===== src/rtl/pe_row_pkg.sv =====
// pe_row_pkg: shared widths and beat/result record types for the PE row feeder.
package pe_row_pkg;
   localparam int P_DW = 16;
   localparam int P_AW = 32;
   localparam int LW   = 16;
   typedef struct packed {
      logic [P_DW-1:0] a0;
      logic [P_DW-1:0] a1;
      logic [P_DW-1:0] b;
      logic            last;
   } beat_t;
   typedef struct packed {
      logic [P_AW-1:0] c0;
      logic [P_AW-1:0] c1;
      logic [LW-1:0]   len;
   } res_t;
endpackage


===== src/rtl/pe_row_sync_fifo.sv =====
// pe_row_sync_fifo: small synchronous FIFO with occupancy count; writes while full are dropped.
module pe_row_sync_fifo #(
   parameter int W = 8,
   parameter int D = 4,
   localparam int PW = (D > 1) ? $clog2(D) : 1,
   localparam int CW = $clog2(D + 1)
)(
   input  logic          clk,
   input  logic          rst,
   input  logic          i_valid,
   input  logic [W-1:0]  i_data,
   output logic          o_valid,
   input  logic          i_ready,
   output logic [W-1:0]  o_data,
   output logic [CW-1:0] o_count
);
   logic [W-1:0]  r_mem [D];
   logic [PW-1:0] r_wr, r_rd;
   logic [CW-1:0] r_count;
   logic          w_push, w_pop;
   assign w_push  = i_valid && (32'(r_count) != D);
   assign w_pop   = o_valid && i_ready;
   assign o_valid = r_count != '0;
   assign o_data  = r_mem[r_rd];
   assign o_count = r_count;
   always_ff @(posedge clk or posedge rst) begin
      if (rst) begin
         r_wr    <= '0;
         r_rd    <= '0;
         r_count <= '0;
         for (int i = 0; i < D; i++) r_mem[i] <= '0;
      end else begin
         if (w_push) begin
            r_mem[r_wr] <= i_data;
            r_wr        <= (32'(r_wr) == D - 1) ? '0 : r_wr + 1'b1;
         end
         if (w_pop) r_rd <= (32'(r_rd) == D - 1) ? '0 : r_rd + 1'b1;
         r_count <= r_count + CW'(w_push) - CW'(w_pop);
      end
   end
endmodule


===== src/rtl/pe_row_feeder.sv =====
// pe_row_feeder: buffers operand beats into the 1x2 PE row with a1 skewed one cycle,
// and turns the never-cleared PE accumulators into per-tile dot products.
module pe_row_feeder import pe_row_pkg::*; #(
   parameter int DW         = P_DW,
   parameter int AW         = P_AW,
   parameter int FIFO_DEPTH = 4,
   parameter int RES_DEPTH  = 2
)(
   input  logic          clk,
   input  logic          rst,
   input  logic          i_in_valid,
   output logic          o_in_ready,
   input  logic [DW-1:0] i_in_a0,
   input  logic [DW-1:0] i_in_a1,
   input  logic [DW-1:0] i_in_b,
   input  logic          i_in_last,
   output logic [DW-1:0] o_a0,
   output logic [DW-1:0] o_a1,
   output logic [DW-1:0] o_b0,
   input  logic [AW-1:0] i_pe_c0,
   input  logic [AW-1:0] i_pe_c1,
   output logic          o_res_valid,
   input  logic          i_res_ready,
   output logic [AW-1:0] o_res_c0,
   output logic [AW-1:0] o_res_c1,
   output logic [LW-1:0] o_res_len
);
   beat_t                            w_in_beat, w_head;
   res_t                             w_res_in, w_res_out;
   logic                             w_head_valid, w_stall, w_issue;
   logic [$clog2(FIFO_DEPTH+1)-1:0]  w_in_count;
   logic [$clog2(RES_DEPTH+1)-1:0]   w_res_count;
   logic [DW-1:0]                    r_a1;
   logic                             r_last1, r_last2;
   logic [LW-1:0]                    r_cnt, r_len1, r_len2;
   logic [AW-1:0]                    r_cap0, r_prev0, r_prev1;

   assign o_in_ready = !rst && (32'(w_in_count) != FIFO_DEPTH);
   assign w_in_beat  = '{a0: i_in_a0, a1: i_in_a1, b: i_in_b, last: i_in_last};

   pe_row_sync_fifo #(.W($bits(beat_t)), .D(FIFO_DEPTH)) u_in_fifo (
      .clk     (clk),
      .rst     (rst),
      .i_valid (i_in_valid && o_in_ready),
      .i_data  (w_in_beat),
      .o_valid (w_head_valid),
      .i_ready (!w_stall),
      .o_data  (w_head),
      .o_count (w_in_count)
   );

   // Reserve buffer space for every tile still in the c0/c1 pipe so pushes never overflow.
   assign w_stall = 32'(w_res_count) + 32'(r_last1) + 32'(r_last2) >= 32'(RES_DEPTH);
   assign w_issue = w_head_valid && !w_stall;
   assign o_a0    = w_issue ? w_head.a0 : '0;
   assign o_b0    = w_issue ? w_head.b : '0;
   assign o_a1    = r_a1;

   always_ff @(posedge clk or posedge rst) begin
      if (rst) begin
         r_a1    <= '0;
         r_last1 <= 1'b0;
         r_last2 <= 1'b0;
         r_cnt   <= '0;
         r_len1  <= '0;
         r_len2  <= '0;
         r_cap0  <= '0;
         r_prev0 <= '0;
         r_prev1 <= '0;
      end else begin
         r_a1    <= w_issue ? w_head.a1 : '0;
         r_last1 <= w_issue && w_head.last;
         r_last2 <= r_last1;
         if (w_issue) r_cnt <= w_head.last ? '0 : r_cnt + 1'b1;
         if (w_issue && w_head.last) r_len1 <= r_cnt + 1'b1;
         if (r_last1) begin
            r_cap0 <= i_pe_c0;
            r_len2 <= r_len1;
         end
         if (r_last2) begin
            r_prev0 <= r_cap0;
            r_prev1 <= i_pe_c1;
         end
      end
   end

   assign w_res_in = '{c0: r_cap0 - r_prev0, c1: i_pe_c1 - r_prev1, len: r_len2};

   pe_row_sync_fifo #(.W($bits(res_t)), .D(RES_DEPTH)) u_res_fifo (
      .clk     (clk),
      .rst     (rst),
      .i_valid (r_last2),
      .i_data  (w_res_in),
      .o_valid (o_res_valid),
      .i_ready (i_res_ready),
      .o_data  (w_res_out),
      .o_count (w_res_count)
   );

   assign o_res_c0  = w_res_out.c0;
   assign o_res_c1  = w_res_out.c1;
   assign o_res_len = w_res_out.len;
endmodule


===== config.mk =====
export PLATFORM = sky130hd
export DESIGN_NAME = pe_row_feeder
export DESIGN_NICKNAME = d
export VERILOG_FILES = /design/src/rtl/pe_row_pkg.sv /design/src/rtl/pe_row_sync_fifo.sv /design/src/rtl/pe_row_feeder.sv
export SDC_FILE = /design/constraint.sdc
export NUM_CORES = 1
export LEC_CHECK = 0
export ABC_AREA = 1
export CELL_PAD_IN_SITES_DETAIL_PLACEMENT = 1
export CELL_PAD_IN_SITES_GLOBAL_PLACEMENT = 2
export CORE_ASPECT_RATIO = 1.25
export CORE_MARGIN = 8
export CORE_UTILIZATION = 25
export CTS_BUF_LIST = sky130_fd_sc_hd__clkbuf_8
export DETAILED_ROUTE_END_ITERATION = 10
export DONT_BUFFER_PORTS = 1
export PLACE_DENSITY = 0.65
export SYNTH_ARGS = -nofsm -noshare
export SYNTH_HDL_FRONTEND = slang
export SYNTH_SLANG_ARGS = --single-unit

===== constraint.sdc =====
create_clock -name clk -period 18.7 [get_ports clk]
set_input_delay 1.87 -clock clk [delete_from_list [all_inputs] [get_ports clk]]
set_output_delay 1.87 -clock clk [all_outputs]
set_load 0.03 [all_outputs]

==> results of run 1 <==
worst min-delay path: stages (launching register included):
cell and delay [ns]:
dfrtp_1 0.34, nand2_1 0.05, nand2_1 0.05
layer usage:
layer | up-vias | share of wire [%]
met1 | 10393 | 44
met2 | 334 | 48
met4 | 0 | 2.6
met3 | 118 | 5.9
li1 | 10669 | -
met5 | - | 0
state kept, by name, summed over array words and instances (netlist names):
signal	cells
r_prev0	32
r_cnt	16
o_a1	16
u_res_fifo.r_rd	1
r_cap0	32
r_last2	1
u_res_fifo.r_wr	1
r_last1	1
u_in_fifo.r_wr	2
r_len2	16
r_prev1	32
u_in_fifo.o_count	3
u_in_fifo.r_rd	2
r_len1	16
u_res_fifo.o_count	2
u_res_fifo.r_mem	160
u_in_fifo.r_mem	196
area by class of cell:
cell class                 count  area (um^2)
fill                       13015        77600
tap                         1438         1800
clock inverter                60          438
antenna                        4         10.0
multi-input combinational   2243        11600
sequential                   529        13300
clock buffer                 114         1570
inverter                     485         1830
timing repair buffer          31          233
metrics by stage:
step | area (um^2) | cells
final | 30700 | 4904
after floorplan | 27300 | 3401
after global routing | 30700 | 4903
after CTS | 30700 | 4900
after detailed placement | 28700 | 4726
after global placement | 28700 | 4726
report_power, final:
group	leakage, nW	switching [mW]	internal, mW
Sequential	6.56	0.347	1.64
Combinational	7.46	2.01	0.878
Clock	1.17	0.525	0.638
Total	15.2	2.88	3.16
kinds of logic after synthesis:
logic type | Yosys count | share of synthesized area (%)
muxes | 134 | 5.53
AOI/OAI and AO/OA | 560 | 11.1
buffers and inverters | 629 | 9.12
xor gates and xnor gates | 44 | 1.41
DFF | 529 | 48.5
and+or+nand+nor | 1429 | 20.7
adders and majority gates | 76 | 3.57
worst min-delay path by stage:
stage                                              to                              start  slack (ns)
finish               u_res_fifo.r_mem[50]$_DFFE_PP0P_   u_res_fifo.r_mem[50]$_DFFE_PP0P_        0.47
global route        u_res_fifo.r_mem[128]$_DFFE_PP0P_  u_res_fifo.r_mem[128]$_DFFE_PP0P_        0.50
CTS                  u_res_fifo.r_mem[14]$_DFFE_PP0P_   u_res_fifo.r_mem[14]$_DFFE_PP0P_        0.47
detailed placement   u_res_fifo.r_mem[18]$_DFFE_PP0P_   u_res_fifo.r_mem[18]$_DFFE_PP0P_        0.46
global placement     u_res_fifo.r_mem[14]$_DFFE_PP0P_   u_res_fifo.r_mem[14]$_DFFE_PP0P_        0.46
floorplan                           r_last2$_DFF_PP0_                  r_last1$_DFF_PP0_        0.37
cell usage in the layout, fill, tap and decap left out, types with 5 or more instances in the layout:
cell type / instances
a21oi_1: 145
buf_4: 31
bufinv_16: 6
clkbuf_8: 114
clkinv_2: 11
dfrtp_1: 524
dfrtp_4: 5
ha_1: 73
inv_1: 512
inv_2: 7
mux2_1: 6
mux2_2: 128
nand2_1: 1171
nand3_1: 134
nand4_1: 8
nor2_1: 90
nor2_4: 7
nor3_1: 8
o211ai_1: 47
o21ai_0: 326
o21ai_1: 15
o21ai_2: 9
o21bai_1: 6
o22ai_1: 6
xnor2_1: 25
xor2_1: 19
==> flow_summary.ini, run 1 <==
[power_and_ir_drop]
p_total_mw = 6.04
leakage_nw = 15.2
powerDensity_nw_per_um2 = 197
ir_drop_mv = 0.0816

[place]
io_buffers = 0
post-dp-hpwl_um = 60800
place_ws_ns = 13.63
gp_congestion = 0.762

[clocking]
postCtsHoldBufs = 0
cts.sinks = 529
clk_path_buf_depth = 3
postCtsSetupRepairBufs = 0
cts_max_level = 3
clk_latency_ns = 0.76
cts_root_buf = clkbuf_8
cts_made_buffers = 98
cts_tree = done
clk_pin_slew_ns = 0.06
cts-resized-gates = 0

[floorplanning]
dieArea_um2 = 120000
die_x_um = 311
fp.dieH_um = 385
coreArea_um2 = 108000
io_pins = 247
rows = 135
start_util_pct = 25.2

[worst_setup_path]
cp.depth = 7
required_ns = 16.83
reg2regPathDepth = 7
startpoint_type = flip-flop
slowest_stage = dfrtp_4
critPathMaxStageDelay_ns = 0.76
path_max_fanout = 50
reg2reg_slack_ns = 15.44
cp-end-kind = primary output
worstPathCellList = ha_1, a21oi_2, nand2_1, a31oi_4, inv_2, buf_4, a21oi_1
cp_top_family = compound AO/OA/AOI/OAI gates
regToRegStartpoint = r_last2$_DFF_PP0_
crit_type = flip-flop to primary output
cp-startpoint = r_last2$_DFF_PP0_
r2r_end = u_res_fifo.r_mem[62]$_DFFE_PP0P_
cp_num_buf_inv = 2
arrival_ns = 3.88
crit_end = o_b0[5]

[detailed_routing]
drtIter0Drc = 982
drc = 0
vias_per_cell = 4.39
dr.pass1.iters = 6
avgRoutedWirePerCell_um = 17.6
ant_nets = 0
vias = 21514
drt_wl_total_um = 86300

[sta]
setup_viol = 0
fmax_ghz = 0.174
timing.slew.headroom_pct = 12.8
worst_slack_ns = 12.95
period_needed_ns = 5.75
drv_slew = 0
finalHoldViolations = 0
period_share_pct = 30.8
rsz0062_at_grt = false
finalClockSkew_ns = 0.0416
tightest_slew_ns = 1.29
setup_tns_ns = 0
worst_hold_slack_ns = 0.472

[flow_run]
max_cap_violations = 0

[logic_synthesis]
ys_seq_area_share_pct = 48.5
synthArstFlopShare_pct = 100
ys_ff_latch = 529
yosys_warnings = 0
syn_area_per_cell_um2 = 8.02
synth-edff-count = 0
synth.top_cells.by_count = nand2_1 (1,171), dfrtp_1 (529), inv_1 (477), o21ai_0 (329), a21oi_1 (145)
syn_area_um2 = 27300
synth.most_common_cell = nand2_1
synth_area_leaders = dfrtp_1 (49%), nand2_1 (16%), inv_1 (6.6%)
synth_top_area_share_pct = 48.5
synth_top_flop_cell = dfrtp_1
synth_fp_nets = 3594
yosysUniqueCellTypes = 38
synth_top_area_cell = dfrtp_1
syn_inst = 3401

[global_route]
grt-ovfl-total = 0
grt_max_degree = 137
grt_usage_pct = 14.5
grt_pass1_wl_um = 139000
grt_use_met3_pct = 4.05
antenna_found_initial = 4
grt.busiest_layer = met2
grt_pass1_vias = 23489
met1_usage_pct = 17.7
grt_use_met2_pct = 24.6

[final_layout]
area_growth_pct = 12.6
final_util_pct = 28.4
nNetsFinal = 3581
drive_gt1_share_pct = 9.68

[run_status]
status = finished, final reports clean

[min_path]
hp-class = flip-flop to flip-flop
min_path_cells = 2
Power figures use the tool's default switching activity.
==> run 2: changes to the inputs <==
- PLACE_DENSITY: 0.65 -> 0.67
- clock period: 18.7 -> 5.2 ns (I/O delays scaled with it)
==> run 2 against run 1 <==
Die area is the same. Via count grew 3.3%. Cell count grew 2.9%. Worst hold slack lost 0.33 ns. Non-clock buffer count grew 136. Sequential share of layout area shrank 1.9 points. Global-route usage grew 0.063 points. Power grew to 3.6 times the previous value. Register-to-register slack lost 13 ns. Sequential cell count is the same. Largest cell class unchanged.
==> flow_summary.ini, run 2 (synthesis results as in run 1) <==
[detailed_routing]
drtIter0Drc = 933
drc = 0
routed-wl-met2_um = 42300
avgRoutedWirePerCell_um = 17.2
wirelength_met1_um = 37700
dr.pass1.iters = 4
wl_met3_um = 4320
ant_nets = 0
vias = 22223
vias_per_cell = 4.40
drt_wl_total_um = 87000
top_layer = met5

[worst_setup_path]
crit_type = flip-flop to primary output
startpoint_type = flip-flop
slowest_stage = dfrtp_4
cp_num_buf_inv = 2
arrival_ns = 3.66
worstPathCellList = ha_1, a21oi_2, nand2_1, a31oi_4, inv_2, buf_4, a21oi_1
regToRegStartpoint = r_last2$_DFF_PP0_
cp-end-kind = primary output
cp_top_family = compound AO/OA/AOI/OAI gates
critPathMaxStageDelay_ns = 0.64
reg2regPathDepth = 11
r2r_end = u_in_fifo.o_count[2]$_DFF_PP0_
required_ns = 4.68
path_max_fanout = 42
reg2reg_slack_ns = 2.20

[global_route]
grt-ovfl-total = 0
grt_max_degree = 150
antenna_found_initial = 10
grt_pass1_wl_um = 140000
grt_pass1_vias = 24247
grt_usage_pct = 14.6

[place]
post-dp-hpwl_um = 60400
io_buffers = 0
gp_congestion = 0.791
dp_cells = 4746

[power_and_ir_drop]
power.share.clock_pct = 19.2
switchingPower_mw = 10.4
leakage_nw = 15.8
powerDensity_nw_per_um2 = 684
ir_drop_mv = 0.342
p_sw_share_pct = 47.6
internal-power_mw = 11.5
p_total_mw = 21.9
pwr-share-seq_pct = 32.2
power_frac_comb_pct = 48.6

[sta]
period_share_pct = 80.5
fmax_ghz = 0.239
finalClockSkew_ns = 0.0463
tightest_slew_ns = 1.07
timing.slew.headroom_pct = 28.4
rsz0062_at_grt = false
finalHoldViolations = 0
period_needed_ns = 4.18
setup_tns_ns = 0
setup_viol = 0
drv_slew = 0
worst_hold_slack_ns = 0.146

[flow_run]
max_cap_violations = 0

[clocking]
clk_latency_ns = 0.76
postCtsSetupRepairBufs = 0
clk_pin_slew_ns = 0.06
cts-resized-gates = 0
cts.sinks = 529
cts_made_buffers = 98
cts_max_level = 3
clk_path_buf_depth = 3
cts_tree = done
cts_root_buf = clkbuf_8

[run_status]
status = finished, final reports clean

[floorplanning]
coreArea_um2 = 108000
die_x_um = 311
io_pins = 247
fp.dieH_um = 385
rows = 135
start_util_pct = 25.2
dieArea_um2 = 120000

[min_path]
min_to = u_res_fifo.r_mem[17]$_DFFE_PP0P_
min_path_cells = 3
hp-class = primary input to flip-flop
min_from = i_pe_c1[1]

[final_layout]
fin_cells = 5045
drive_gt1_share_pct = 10.1
largest_reg_flops = 196
mostFrequentLayoutCells = nand2_1 (1,171), dfrtp_1 (524), inv_1 (505), o21ai_0 (326), a21oi_1 (145)
final_common_cell = nand2_1
reg_top3 = u_in_fifo.r_mem x196, u_res_fifo.r_mem x160
area_growth_pct = 17.7
nNetsFinal = 3717
top_register = u_in_fifo.r_mem
[run 2: cell types whose count changed in the layout (fill, tap and decap cells not counted), sizes merged]
cell / delta
inv: -10
buf: +20
clkinvlp: +2
bufinv: -4
diode: +2
dlygate4sd3: +116
clkbuf: +15
[run 2: worst max path at each step]
stage,start,endpoint,slack (ns),cells after the start
final,r_last2$_DFF_PP0_,o_b0[8],1.02,7
after global routing,r_last2$_DFF_PP0_,o_a0[3],0.68,7
after CTS,r_last2$_DFF_PP0_,o_a0[11],0.78,7
after detailed placement,r_last2$_DFF_PP0_,o_a0[11],1.65,7
after global placement,r_last2$_DFF_PP0_,o_a0[5],1.70,7
after floorplan,rst,o_a1[0]$_DFF_PP0_,-2.51,1
[run 2: cell type report]
type | count | area (um^2)
inverters | 485 | 1830
flip-flops and latches | 529 | 13300
repair buffers | 167 | 1590
multi-input cells | 2243 | 11600
diodes | 6 | 15.0
clock buffers | 129 | 1780
clock inverters | 48 | 272
fillers | 12919 | 76200
well taps | 1438 | 1800
[run 2: per-layer routing]
metal	vias to the layer above	track usage, %
met3	127	3.38
li1	10981	-
met1	10751	17.5
met2	358	25.3
met5	-	0
met4	6	5.63
[run 2: power by group through the flow]
stage	clock network (mW)	logic [mW]	registers, mW
global placement	0	10.7	7.13
global route	4.60	12.2	7.33
detailed placement	0	10.9	7.18
floorplan	0	8.15	6.63
CTS	4.45	11.0	7.12
finish	4.21	10.7	7.07
[run 2: metrics by stage]
step,instance area [um^2],util (%),worst slack [ns]
final,32100,29.7,1.02
after global routing,32100,29.6,0.683
after CTS,32100,29.6,0.778
after detailed placement,28900,26.7,1.65
after global placement,28900,26.7,1.70
after floorplan,27300,-,-2.51
[run 2: worst reg2reg max path, stage by stage (launching register included)]
cell and delay (ns):
dfrtp_4 0.64, ha_1 0.39, a21oi_2 0.14, nand2_1 0.11, a31oi_4 0.44, ha_1 0.32
inv_1 0.05, ha_1 0.13, inv_1 0.05, fa_1 0.37, xnor2_1 0.14, xor2_1 0.14
[run 2: timing repair]
action,4_1_cts,5_1_grt
setup endpoints to repair,0,0
hold endpoints to repair,278,0
hold buffers,116,0
